$ cat src/rtl/alu_pkg.sv
// Shared constants and types for the wide ALU sequencer and its opcode decoder.
package alu_pkg;

    localparam int SLICE_W = 6;

    localparam logic [2:0] OP_AND = 3'd0;
    localparam logic [2:0] OP_OR  = 3'd1;
    localparam logic [2:0] OP_ADD = 3'd2;
    localparam logic [2:0] OP_SUB = 3'd3;
    localparam logic [2:0] OP_NOR = 3'd4;

    localparam logic [3:0] ALUOP_AND = 4'b0000;
    localparam logic [3:0] ALUOP_OR  = 4'b0001;
    localparam logic [3:0] ALUOP_ADD = 4'b0010;
    localparam logic [3:0] ALUOP_SUB = 4'b0110;
    localparam logic [3:0] ALUOP_NOR = 4'b1100;

    typedef enum logic [1:0] {
        ST_IDLE = 2'd0,
        ST_RUN  = 2'd1,
        ST_DONE = 2'd2
    } state_t;

endpackage

$ cat src/rtl/alu_op_decode.sv
// Translates the 3-bit request opcode into the slice ALU's 4-bit ALUOp and
// the class flags the sequencer needs for carry and overflow handling.
module alu_op_decode
    import alu_pkg::*;
(
    input  logic [2:0] op,
    output logic [3:0] alu_op,
    output logic       is_sub,
    output logic       is_arith,
    output logic       illegal
);

    always_comb begin
        // NOTE: every output gets a default first so no path through the case infers a latch.
        alu_op   = ALUOP_AND;
        is_sub   = 1'b0;
        is_arith = 1'b0;
        illegal  = 1'b0;
        case (op)
            OP_AND: alu_op = ALUOP_AND;
            OP_OR:  alu_op = ALUOP_OR;
            OP_ADD: begin
                alu_op   = ALUOP_ADD;
                is_arith = 1'b1;
            end
            OP_SUB: begin
                alu_op   = ALUOP_SUB;
                is_sub   = 1'b1;
                is_arith = 1'b1;
            end
            OP_NOR: alu_op = ALUOP_NOR;
            default: illegal = 1'b1;
        endcase
    end

endmodule

$ cat src/rtl/alu_wide_seq.sv
// Runs one wide operation as N_PASS chained passes through an external 6-bit
// combinational ALU, least-significant slice first, and returns result + flags.
module alu_wide_seq
    import alu_pkg::*;
#(
    parameter int N_PASS = 2
) (
    input  logic                       clk,
    input  logic                       rst_n,
    input  logic                       in_valid,
    output logic                       in_ready,
    input  logic [2:0]                 in_op,
    input  logic [SLICE_W*N_PASS-1:0]  in_a,
    input  logic [SLICE_W*N_PASS-1:0]  in_b,
    output logic                       out_valid,
    input  logic                       out_ready,
    output logic [SLICE_W*N_PASS-1:0]  out_result,
    output logic                       out_carry,
    output logic                       out_zero,
    output logic                       out_neg,
    output logic                       out_ovf,
    output logic                       out_err,
    output logic [SLICE_W-1:0]         alu_a,
    output logic [SLICE_W-1:0]         alu_b,
    output logic                       alu_cin,
    output logic [3:0]                 alu_op,
    input  logic [SLICE_W-1:0]         alu_result,
    input  logic                       alu_cout
);

    localparam int W  = SLICE_W * N_PASS;
    localparam int PW = (N_PASS > 1) ? $clog2(N_PASS) : 1;
    localparam logic [PW-1:0] LAST = PW'(N_PASS - 1);

    state_t        state;
    logic [W-1:0]  a_q, b_q, result_q;
    logic [3:0]    alu_op_q;
    logic          sub_q, arith_q, carry_q;
    logic [PW-1:0] p;

    logic [3:0]    dec_alu_op;
    logic          dec_sub, dec_arith, dec_illegal;
    logic          accept;
    logic [W-1:0]  result_next;
    logic          ovf_next;

    alu_op_decode u_decode (
        .op       (in_op),
        .alu_op   (dec_alu_op),
        .is_sub   (dec_sub),
        .is_arith (dec_arith),
        .illegal  (dec_illegal)
    );

    assign in_ready = (state == ST_IDLE) || (state == ST_DONE && out_ready);
    assign accept   = in_valid && in_ready;

    // ALU is driven only while running; idle drive is all zeros.
    always_comb begin
        alu_a   = '0;
        alu_b   = '0;
        alu_op  = ALUOP_AND;
        alu_cin = 1'b0;
        if (state == ST_RUN) begin
            alu_a   = a_q[int'(p)*SLICE_W +: SLICE_W];
            alu_b   = b_q[int'(p)*SLICE_W +: SLICE_W];
            alu_op  = alu_op_q;
            alu_cin = (p == '0) ? sub_q : (arith_q & carry_q);
        end
    end

    // Result with the current pass's slice merged in, so flags see the final value.
    always_comb begin
        result_next = result_q;
        result_next[int'(p)*SLICE_W +: SLICE_W] = alu_result;
        ovf_next = 1'b0;
        if (arith_q) begin
            if (sub_q)
                ovf_next = (a_q[W-1] != b_q[W-1]) && (result_next[W-1] != a_q[W-1]);
            else
                ovf_next = (a_q[W-1] == b_q[W-1]) && (result_next[W-1] != a_q[W-1]);
        end
    end

    always_ff @(posedge clk or negedge rst_n) begin
        if (!rst_n) begin
            // NOTE: working registers are reset too; they are few flops, not a memory array.
            state      <= ST_IDLE;
            a_q        <= '0;
            b_q        <= '0;
            result_q   <= '0;
            alu_op_q   <= ALUOP_AND;
            sub_q      <= 1'b0;
            arith_q    <= 1'b0;
            carry_q    <= 1'b0;
            p          <= '0;
            out_valid  <= 1'b0;
            out_result <= '0;
            out_carry  <= 1'b0;
            out_zero   <= 1'b0;
            out_neg    <= 1'b0;
            out_ovf    <= 1'b0;
            out_err    <= 1'b0;
        end else if (accept) begin
            // NOTE: non-blocking assignments throughout, so every register samples pre-edge values.
            a_q      <= in_a;
            b_q      <= in_b;
            alu_op_q <= dec_alu_op;
            sub_q    <= dec_sub;
            arith_q  <= dec_arith;
            carry_q  <= 1'b0;
            p        <= '0;
            if (dec_illegal) begin
                state      <= ST_DONE;
                out_valid  <= 1'b1;
                out_result <= '0;
                out_carry  <= 1'b0;
                out_zero   <= 1'b1;
                out_neg    <= 1'b0;
                out_ovf    <= 1'b0;
                out_err    <= 1'b1;
            end else begin
                state     <= ST_RUN;
                out_valid <= 1'b0;
            end
        end else begin
            case (state)
                ST_RUN: begin
                    result_q <= result_next;
                    carry_q  <= alu_cout;
                    if (p == LAST) begin
                        state      <= ST_DONE;
                        p          <= '0;
                        out_valid  <= 1'b1;
                        out_result <= result_next;
                        out_carry  <= arith_q & alu_cout;
                        out_zero   <= (result_next == '0);
                        out_neg    <= result_next[W-1];
                        out_ovf    <= ovf_next;
                        out_err    <= 1'b0;
                    end else begin
                        p <= p + 1'b1;
                    end
                end
                ST_DONE: begin
                    if (out_ready) begin
                        state     <= ST_IDLE;
                        out_valid <= 1'b0;
                    end
                end
                default: ;
            endcase
        end
    end

endmodule
$ cat config.mk
export PLATFORM = sky130hd
export DESIGN_NAME = alu_wide_seq
export DESIGN_NICKNAME = d
export VERILOG_FILES = /design/src/rtl/alu_pkg.sv /design/src/rtl/alu_op_decode.sv /design/src/rtl/alu_wide_seq.sv
export SDC_FILE = /design/constraint.sdc
export NUM_CORES = 1
export LEC_CHECK = 0
export CORE_MARGIN = 5
export CORE_UTILIZATION = 40
export CTS_BUF_LIST = sky130_fd_sc_hd__clkbuf_8
export DETAILED_ROUTE_END_ITERATION = 8
export PLACE_DENSITY_LB_ADDON = 0.25
export SYNTH_ARGS = -nofsm -noshare
export SYNTH_HDL_FRONTEND = slang
export SYNTH_HIERARCHICAL = 1
export SYNTH_SLANG_ARGS = --single-unit
$ cat constraint.sdc
create_clock -name clk -period 1.94 [get_ports clk]
set_clock_uncertainty 0.15 [all_clocks]
set_input_delay 0.388 -clock clk [delete_from_list [all_inputs] [get_ports clk]]
set_output_delay 0.388 -clock clk [all_outputs]
set_load 0.02 [all_outputs]
Word-level counts from Yosys, hierarchy flattened. Cells that the tools add are included.

Add/subtract/negate cells: 2. Multipliers: 1. Eq/ne operators: 12. Shift-type cells: 4. Multiplexer cells: 47. Bitwise gates (word level): 3. Reduce and logical (&&, ||, !) cells: 16.

Operators by type and width (number): variable part select 12 x 32 -> 6 bit (2); 2-to-1 mux 12 bit (4); negation 4 -> 33 bit (1); variable shift 6 x 33 -> 12 bit (first input constant) (1); variable part select 6 x 33 -> 12 bit (1); 2-to-1 mux 1 bit (32); case mux 4 bit (4 select lines) (1); bitwise mux 12 bit (1); zero test 12 bit (1); 2-to-1 mux 6 bit (2); 2-to-1 mux 2 bit (4); equality test 3 x 2 -> 1 bit (second input constant) (2); inequality test 3 bit (second input constant) (2); AND reduction 3 bit (2); OR reduction 5 bit (1); logical AND 1 bit (4); 2-to-1 mux 4 bit (1); case mux 2 bit (2 select lines) (1); nonzero test 2 bit (2); equality test 3 x 1 -> 1 bit (second input constant) (1); equality test 3 bit (second input constant) (1); zero test 3 bit (1); multiplier 1 x 2 -> 3 bit (second input constant) (1); nonzero test 3 bit (1); other kinds (13) (15).

Flip-flop bits (word level): 64. Bits of input ports: 38. Output and inout port bits: 36. Word-level logic and storage cells: 101.

Longest topological paths before layout. Gate-level depths: netlist (run 1).

Depth in word-level cells: 11. Depth in mapped cells: 5. Mapped depth without buffers: 4.

By module. The synthesis (run 1) kept the hierarchy.

Modules (own cells, without submodules): alu_wide_seq (instances 1, cells an instance 189, area each 2522.4 um^2, seq. area each 1426.4 um^2); alu_op_decode (instances 1, cells an instance 7, area each 70.1 um^2, seq. area each 0.0 um^2).

Worst setup path after synthesis (run 1). Ideal clock, no wire load.

Path type: reg-to-output. Start point: register state[1]. End point: output port alu_a[0]. Data arrival time: 1318 ps. Required time: 1402 ps. Setup slack: 84 ps. Cell stages (with the launch flop): 5. Buffers on the path: 2. Cells stage by stage: dfrtp_1 -> nand2b_1 -> buf_2 -> buf_1 -> nor2_1.

Longest elaborated chain between the ends: 2.

Ends and longest elaborated chain: start: declaration (line alu_wide_seq.sv:35) `state_t state;`; start signal: assignment (line alu_wide_seq.sv:88) `state <= ST_IDLE;`; start signal: assignment (line alu_wide_seq.sv:114) `state <= ST_DONE;`; start signal: assignment (line alu_wide_seq.sv:123) `state <= ST_RUN;`; equality test 2 x 1 -> 1 bit (line alu_wide_seq.sv:64) `if (state == ST_RUN) begin`; 2-to-1 mux 6 bit (line alu_wide_seq.sv:64); end: declaration (line alu_wide_seq.sv:23) `output logic [SLICE_W-1:0] alu_a,`.

Every way passes these cells.

Final worst setup path (run 1).
Start point: register state[1]. End point: output port alu_op[0].

Longest elaborated chain between the ends: 2.

Ends and longest elaborated chain: equality test 2 x 1 -> 1 bit (line alu_wide_seq.sv:64); 2-to-1 mux 4 bit (line alu_wide_seq.sv:64); end: declaration (line alu_wide_seq.sv:26) `output logic [3:0] alu_op,`.

Every way passes these cells.

==> summary.txt, run 1 <==
outcome: finished, final reports clean
Max Slew Vio Count: 0
first-pass GRT wire length: 9.67 mm
Clock Sinks: 57
most instantiated cells after synthesis: 57 x dfrtp_1, 34 x mux2_2, 15 x nor2_1
gpl congestion: 0.699
largest net degree at the start of global routing: 58
count of final hold-check violations: 0
core area: 6310 sq um
Total GRT Usage: 0.146
Final min period: 1.88 ns
slew of the pin with the lowest slew margin: 0.296 ns
Switching Share: 0.346
top post-synthesis cells by area: dfrtp_1 55%, mux2_2 15%, mux2i_1 5.0%
Bufs on Longest Clock Path: 2
footprint of the multi-input gates: 1100 sq um
Die Width: 90.5 microns
hpwl dp: 4.09 mm
Post-synth ARST share: 1.00
vias per std cell: 4.98
pwr dens: 1640 nW/um^2
FP Rows: 29
Num CTS Buffers: 9
slew margin rel.: 0.801
fill cell count: 546
Gate power share: 0.484
RSZ-0062 raised after global routing: true
Netlist cell types: 42
Setup violations, final: 0
via count: 1872
WL met1: 2.59 mm
Internal: 4060 uW
Met3 Wirelength: 367 microns
clk_lat worst skew: 0.33 ns
initial antenna violation count: 0
Pleak: 0.00174 uW
Area Growth Syn to Fin: 46.1%
# port buffers: 73
routed wire length: 5.71 mm
total gr overflow: 0
Syn Inst Count: 196
timing-limited maximum frequency: 531 MHz
Synth Net Count: 234
Die Y-Extent: 90.5 microns
top-count cell post-synth: dfrtp_1
vias in the first global route: 2007
Crit. End Element: primary output
synthesis-stage register bit count: 57
post-route ant nets: 0
Peak VDD IR: 0.00100 V
critical path data required time: 1.40 ns
Max Cap Violations: 0
worst-path fanout max: 5
Flop pwr share: 0.339
EDFF count, synth: 0
Seq/Total Area, Yosys: 0.550
1st-iter DRT viols: 42
Final Core Density: 0.600
drt pass-1 iters: 4
fin crit share: 0.971
DRC Markers: 0
post-synth top area cell: dfrtp_1
top-area cell type share of the netlist area: 0.550
NumNets Final: 333
die area: 8190 sq um
antenna diode count: 0
Mapped Area: 2590 sq um
Final Cell Area: 3790 sq um
sequential cell area: 1430 sq um
Synth Area per Inst: 13.2 sq um
share of cells above drive strength 1: 0.371
placed inst area: 3570 sq um
Synth Flop Type: dfrtp_1
H-tree levels: 3
NetSw: 2150 uW
DR WL/cell: 15.2 microns
Setup Crit Path Kind: register to primary output
WL met2: 2.67 mm
clock-pin slew on the worst setup and hold paths: 0.06 ns
Clock Power Share: 0.177
top sig layer: met4
Yosys warnings: 6
critical path arrival: 1.34 ns
io pins: 74
worst min-delay path class: register to register
CTS tree: done
Initial Util: 0.411
Root Driver: clkbuf_8
CP startpoint kind: register
## per-layer routing
| layer | track usage | vias to the layer above |
|---|---|---|
| met5 | 0 | - |
| met4 | 0.0633 | 0 |
| met3 | 0.0525 | 8 |
| met2 | 0.223 | 52 |
| met1 | 0.186 | 913 |
| li1 | - | 899 |
## cell usage in the layout, fill, tap and decap left out, types with 2 or more instances in the layout
| cell type | netlist | layout |
|---|---|---|
| dfrtp_1 | 57 | 56 |
| buf_6 | 4 | 8 |
| buf_12 | 0 | 5 |
| clkinv_2 | 0 | 2 |
| nand2b_1 | 3 | 2 |
| nor2_4 | 2 | 2 |
| and2_4 | 0 | 4 |
| mux2_2 | 34 | 34 |
| nand2b_4 | 1 | 2 |
| buf_2 | 4 | 5 |
| o21ai_0 | 2 | 2 |
| mux2_1 | 2 | 2 |
| and2_1 | 6 | 2 |
| nor2b_4 | 2 | 2 |
| nor2_1 | 15 | 13 |
| clkbuf_8 | 0 | 11 |
| a22o_1 | 13 | 13 |
| nand2_1 | 7 | 7 |
| clkdlybuf4s50_1 | 0 | 53 |
| mux2i_1 | 13 | 13 |
| buf_4 | 2 | 26 |
| inv_1 | 3 | 4 |
| nor2_2 | 0 | 2 |
| nor4_1 | 2 | 2 |
## worst max-delay path, cell delays in order (launching register included)
cell     delay (ns)
dfrtp_1        0.39
buf_6          0.12
nor2b_1        0.11
buf_4          0.15
and2_4         0.14
buf_6          0.11
## registers in the layout (all words and copies together), names as in the netlist
register	flops
a_q	12
b_q	12
out_result	11
result_q	7
alu_op_q	4
state	2
arith_q	1
carry_q	1
out_carry	1
out_err	1
out_neg	1
out_ovf	1
out_zero	1
p	1
sub_q	1
## kinds of logic (layout without fill, tap and decap cells)
kind of cell	Yosys count	after routing	synth area share
flops	57	57	0.550
simple gates	50	50	0.122
compound gates	25	25	0.0816
mux	49	49	0.207
xor+xnor	1	1	0.00338
buf+inv	14	117	0.0367
## worst paths after layout
check | to | startpoint | cells after the start | slack [ns]
worst max-delay path | alu_op[0] | state[1] | 5 | 0.06
worst min register to register | result_q[11] | result_q[11] | 2 | 0.32
worst min-delay path | result_q[11] | result_q[11] | 2 | 0.32
min in group asynchronous | b_q[0] | rst_n | 3 | 0.43
max in group asynchronous | state[0] | rst_n | 3 | 0.93
worst max register to register | out_result[10] | state[1] | 7 | 0.09
## power by group through the flow
stage,logic (uW),clock network [uW],registers (uW)
CTS,2930,1130,2100
floorplan,1600,0,2230
global placement,2970,0,2090
detailed placement,3010,0,2110
global route,3250,1180,2190
finish,3000,1100,2110
## cell type report
class                           instances  area share
Sequential cell                        57       0.377
Clock buffer                           11      0.0400
Inverter                                3     0.00297
Multi-Input combinational cell        125       0.290
Clock inverter                          4      0.0116
Timing Repair Buffer                   99       0.253
Tap cell                               77      0.0254
## metrics by stage
stage               total power (uW)  setup slack, ns  hold WS [ns]  cells  setup TNS, ns
floorplan                       3820           0.0839       -0.0576    196              0
global placement                5060           -0.254         0.264    358          -7.47
detailed placement              5120           -0.287         0.265    358          -8.87
CTS                             6160          -0.0421         0.325    375        -0.0962
global route                    6620         -0.00753         0.358    376        -0.0258
finish                          6210           0.0572         0.322    376              0
## repair_timing
item	in CTS	in global routing
pin swaps	0	7
endpoints found under the setup margin	19	33
setup buffers	1	3
gates resized for setup	82	25
hold buffers	1	0
endpoints found under the hold margin	57	0
Note: power is estimated with default switching activity, not from simulation.
==> run 2: changes to the inputs <==
Settings changed: CTS_CLUSTER_DIAMETER set to 30.
==> results of run 2 <==
Same layout as run 1: the final DEF is identical, and so are final timing and power.
==> run 3: changes to the inputs <==
Settings changed: CTS_CLUSTER_DIAMETER 30 to unset.
==> results of run 3 <==
Same layout as run 1: the final DEF is identical, and so are final timing and power.
==> edit: new RTL, flow settings as in run 1 <==
Set the parameter `N_PASS` to 4 (it was 2).
--- a/src/rtl/alu_wide_seq.sv
+++ b/src/rtl/alu_wide_seq.sv
@@ -5,3 +5,3 @@
 #(
-    parameter int N_PASS = 2
+    parameter int N_PASS = 4
 ) (
Interface: changed (resized in_a, in_b and out_result); port bits go from 74 to 110. No check against the original RTL was run, so the function may have changed too.
==> edit against run 1 <==
- the flow now finishes with violations (setup timing)
- die area rose by 95%
- sequential cell count rose by 54
- fmax fell by 22%
- via count rose to 2.6 times the old value
- power rose by 110%
- combinational power rose to 2.6 times the old value
- setup slack got worse by 0.53 ns
- synthesized area rose by 110%
- register-to-register slack got worse by 0.54 ns
- final cell count rose to 2.6 times the old value
- routed wire length rose to 2.8 times the old value
- cell area rose by 120%
==> edit: results <==
group,metric,value,unit
global_routing,grt_pass1_vias,4908,
yosys,synth_area_leaders,"dfrtp_1, nand2_1, mux4_2",
yosys,async_flop_share,1.000,
yosys,syn_avg_cell_area,9.180,um^2
clocking,clk_pin_slew,0.10,ns
clocking,root_buffer,"clkbuf_8",
final_layout,drive_above_1_share,0.3127,
yosys,yosysUniqueCellTypes,52,
yosys,muxShareOfSynthArea,0.05729,
routing,wl_met1,6594,um
place,gp_congestion,0.8477,
clocking,clk_path_buf_depth,2,
global_routing,grt_pass1_wl,25010,um
setup_path,crit_arrival,1.87,ns
final_layout,finalNetCount,853,
timing,hold_viol_final,0,
routing,wl_met3,821,um
timing,setup_violations,64,
power,p_leak,4.062,nW
yosys,synth_compound_area_frac,0.1104,
yosys,synth_fp_nets,658,
routing,drt_first_iter_violations,196,
worst_hold_path,hold_path.class,"in2async",
global_routing,grt_max_degree,76,
place,dp_hpwl,10820,um
clocking,clkLatencyLatePin,0.39,ns
run_status,run_status,"finished, violations left",
setup_path,cp_max_fo,3,
timing,fin_crit,2.413,ns
routing,dr.pass1.iters,4,
run_status,violations,"setup timing",
final_layout,nFillCells,1119,
yosys,synthAdderAreaFrac,0.01386,
routing,top_layer_used,"met4",
global_routing,track_usage,0.1973,
final_layout,largestRegisters,"a_q x24, b_q x24, result_q x24",
timing,worst_slew_pin_slew,0.4251,ns
yosys,ys.flop_type,"dfrtp_1",
routing,vias_per_cell,5.011,
power,power.share.switching,0.4014,
yosys,yosys.area_share.xor_xnor,0.001617,
routing,routed_wl,16060,um
place,port-buffer-count,109,
clocking,numCtsBuffers,9,
final_layout,n_antenna_cell,0,
place,placed_area,7237,um^2
yosys,yosys_warnings,6,
yosys,yosysSeqAreaShare,0.5128,
clocking,htree_levels,3,
power,irDropWorstVdd,736.0,uV
timing,postLayoutSetupSlackWorst,-0.4726,ns
routing,routed-via-count,4841,
yosys,netlist_top_cells_count,"nand2_1, dfrtp_1, o21ai_0",
global_routing,antenna_found_initial,0,
routing,wl_met2,8397,um
setup_path,reg2reg_depth,14,
place,dp.cells,914,
edit: changes by cell type after synthesis, sizes merged, moves of 9 or more:
cell / before / now
mux4: 0 / 12
mux2: 36 / 0
a21oi: 1 / 26
o21ai: 2 / 57
clkbuf: 0 / 21
a22o: 13 / 2
and2: 6 / 19
nor2b: 3 / 17
mux2i: 13 / 4
nand2: 7 / 220
dfrtp: 57 / 111
edit: timing repair:
| item | CTS | global route |
|---|---|---|
| pin swaps | 48 | 40 |
| resized for setup | 207 | 71 |
| gates cloned | 3 | 1 |
| hold buffers | 1 | 0 |
| buffers inserted | 25 | 25 |
| hold endpoints to repair | 111 | 0 |
| endpoints found under the setup margin | 75 | 80 |
edit: path summary, 6_finish.rpt:
path,start,end,slack [ns]
hold reg to reg,alu_op_q[3],alu_op_q[3],0.33
setup / recovery,p[0],alu_cin,-0.47
hold / removal,rst_n,result_q[20],0.22
setup reg to reg,p[0],out_result[16],-0.45
min in group clk,alu_op_q[3],alu_op_q[3],0.33
max in group asynchronous,rst_n,a_q[16],0.80
edit: layout make-up:
class                   instances  share of cell area
inverters                      10            0.008005
well taps                     176             0.02658
repair buffers                221              0.2672
clock inverters                 5            0.007552
clock buffers                  11             0.01828
multi-input cells             432              0.3368
flip-flops and latches        111              0.3356
edit: power groups by stage:
stage	logic [mW]	clock network, mW	registers [mW]
6_report	7.90	1.49	3.87
5_1_grt	8.52	1.61	3.99
4_1_cts	7.54	1.52	3.88
3_5_place_dp	6.38	0	3.92
3_3_place_gp	6.28	0	3.86
2_1_floorplan	3.60	0	4.09
edit: cells by family after synthesis:
group / after synthesis
buf+inv: 47
simple gates: 306
compound gates: 103
flops: 111
xor+xnor: 1
mux: 16
fa+ha+maj: 6
edit: through the flow:
step | hold slack (ns) | TNS, ns | total power [mW] | worst slack, ns | util
3_5_place_dp | 0.08126 | -17.80 | 10.30 | -0.4812 | 0.5465
3_3_place_gp | 0.07713 | -15.25 | 10.14 | -0.4456 | 0.5465
2_1_floorplan | -0.05759 | -2.018 | 7.687 | -0.4364 | -
4_1_cts | 0.2055 | -14.47 | 12.94 | -0.4654 | 0.6055
6_report | 0.2175 | -14.71 | 13.26 | -0.4726 | 0.6256
5_1_grt | 0.2160 | -20.08 | 14.13 | -0.5713 | 0.6256
edit: critical path: stages (launching register included):
cell and delay (ns):
dfrtp_2 0.42, buf_6 0.13, inv_8 0.04, buf_12 0.11, ha_4 0.15, buf_4 0.14, nor2_2 0.08, a21oi_1 0.06
nor2_1 0.19, buf_4 0.18
edit: metal layers:
layer | vias up | GRT usage
met5 | - | 0
met2 | 116 | 0.3428
met4 | 0 | 0.06435
met1 | 2356 | 0.2420
li1 | 2353 | -
met3 | 16 | 0.04750
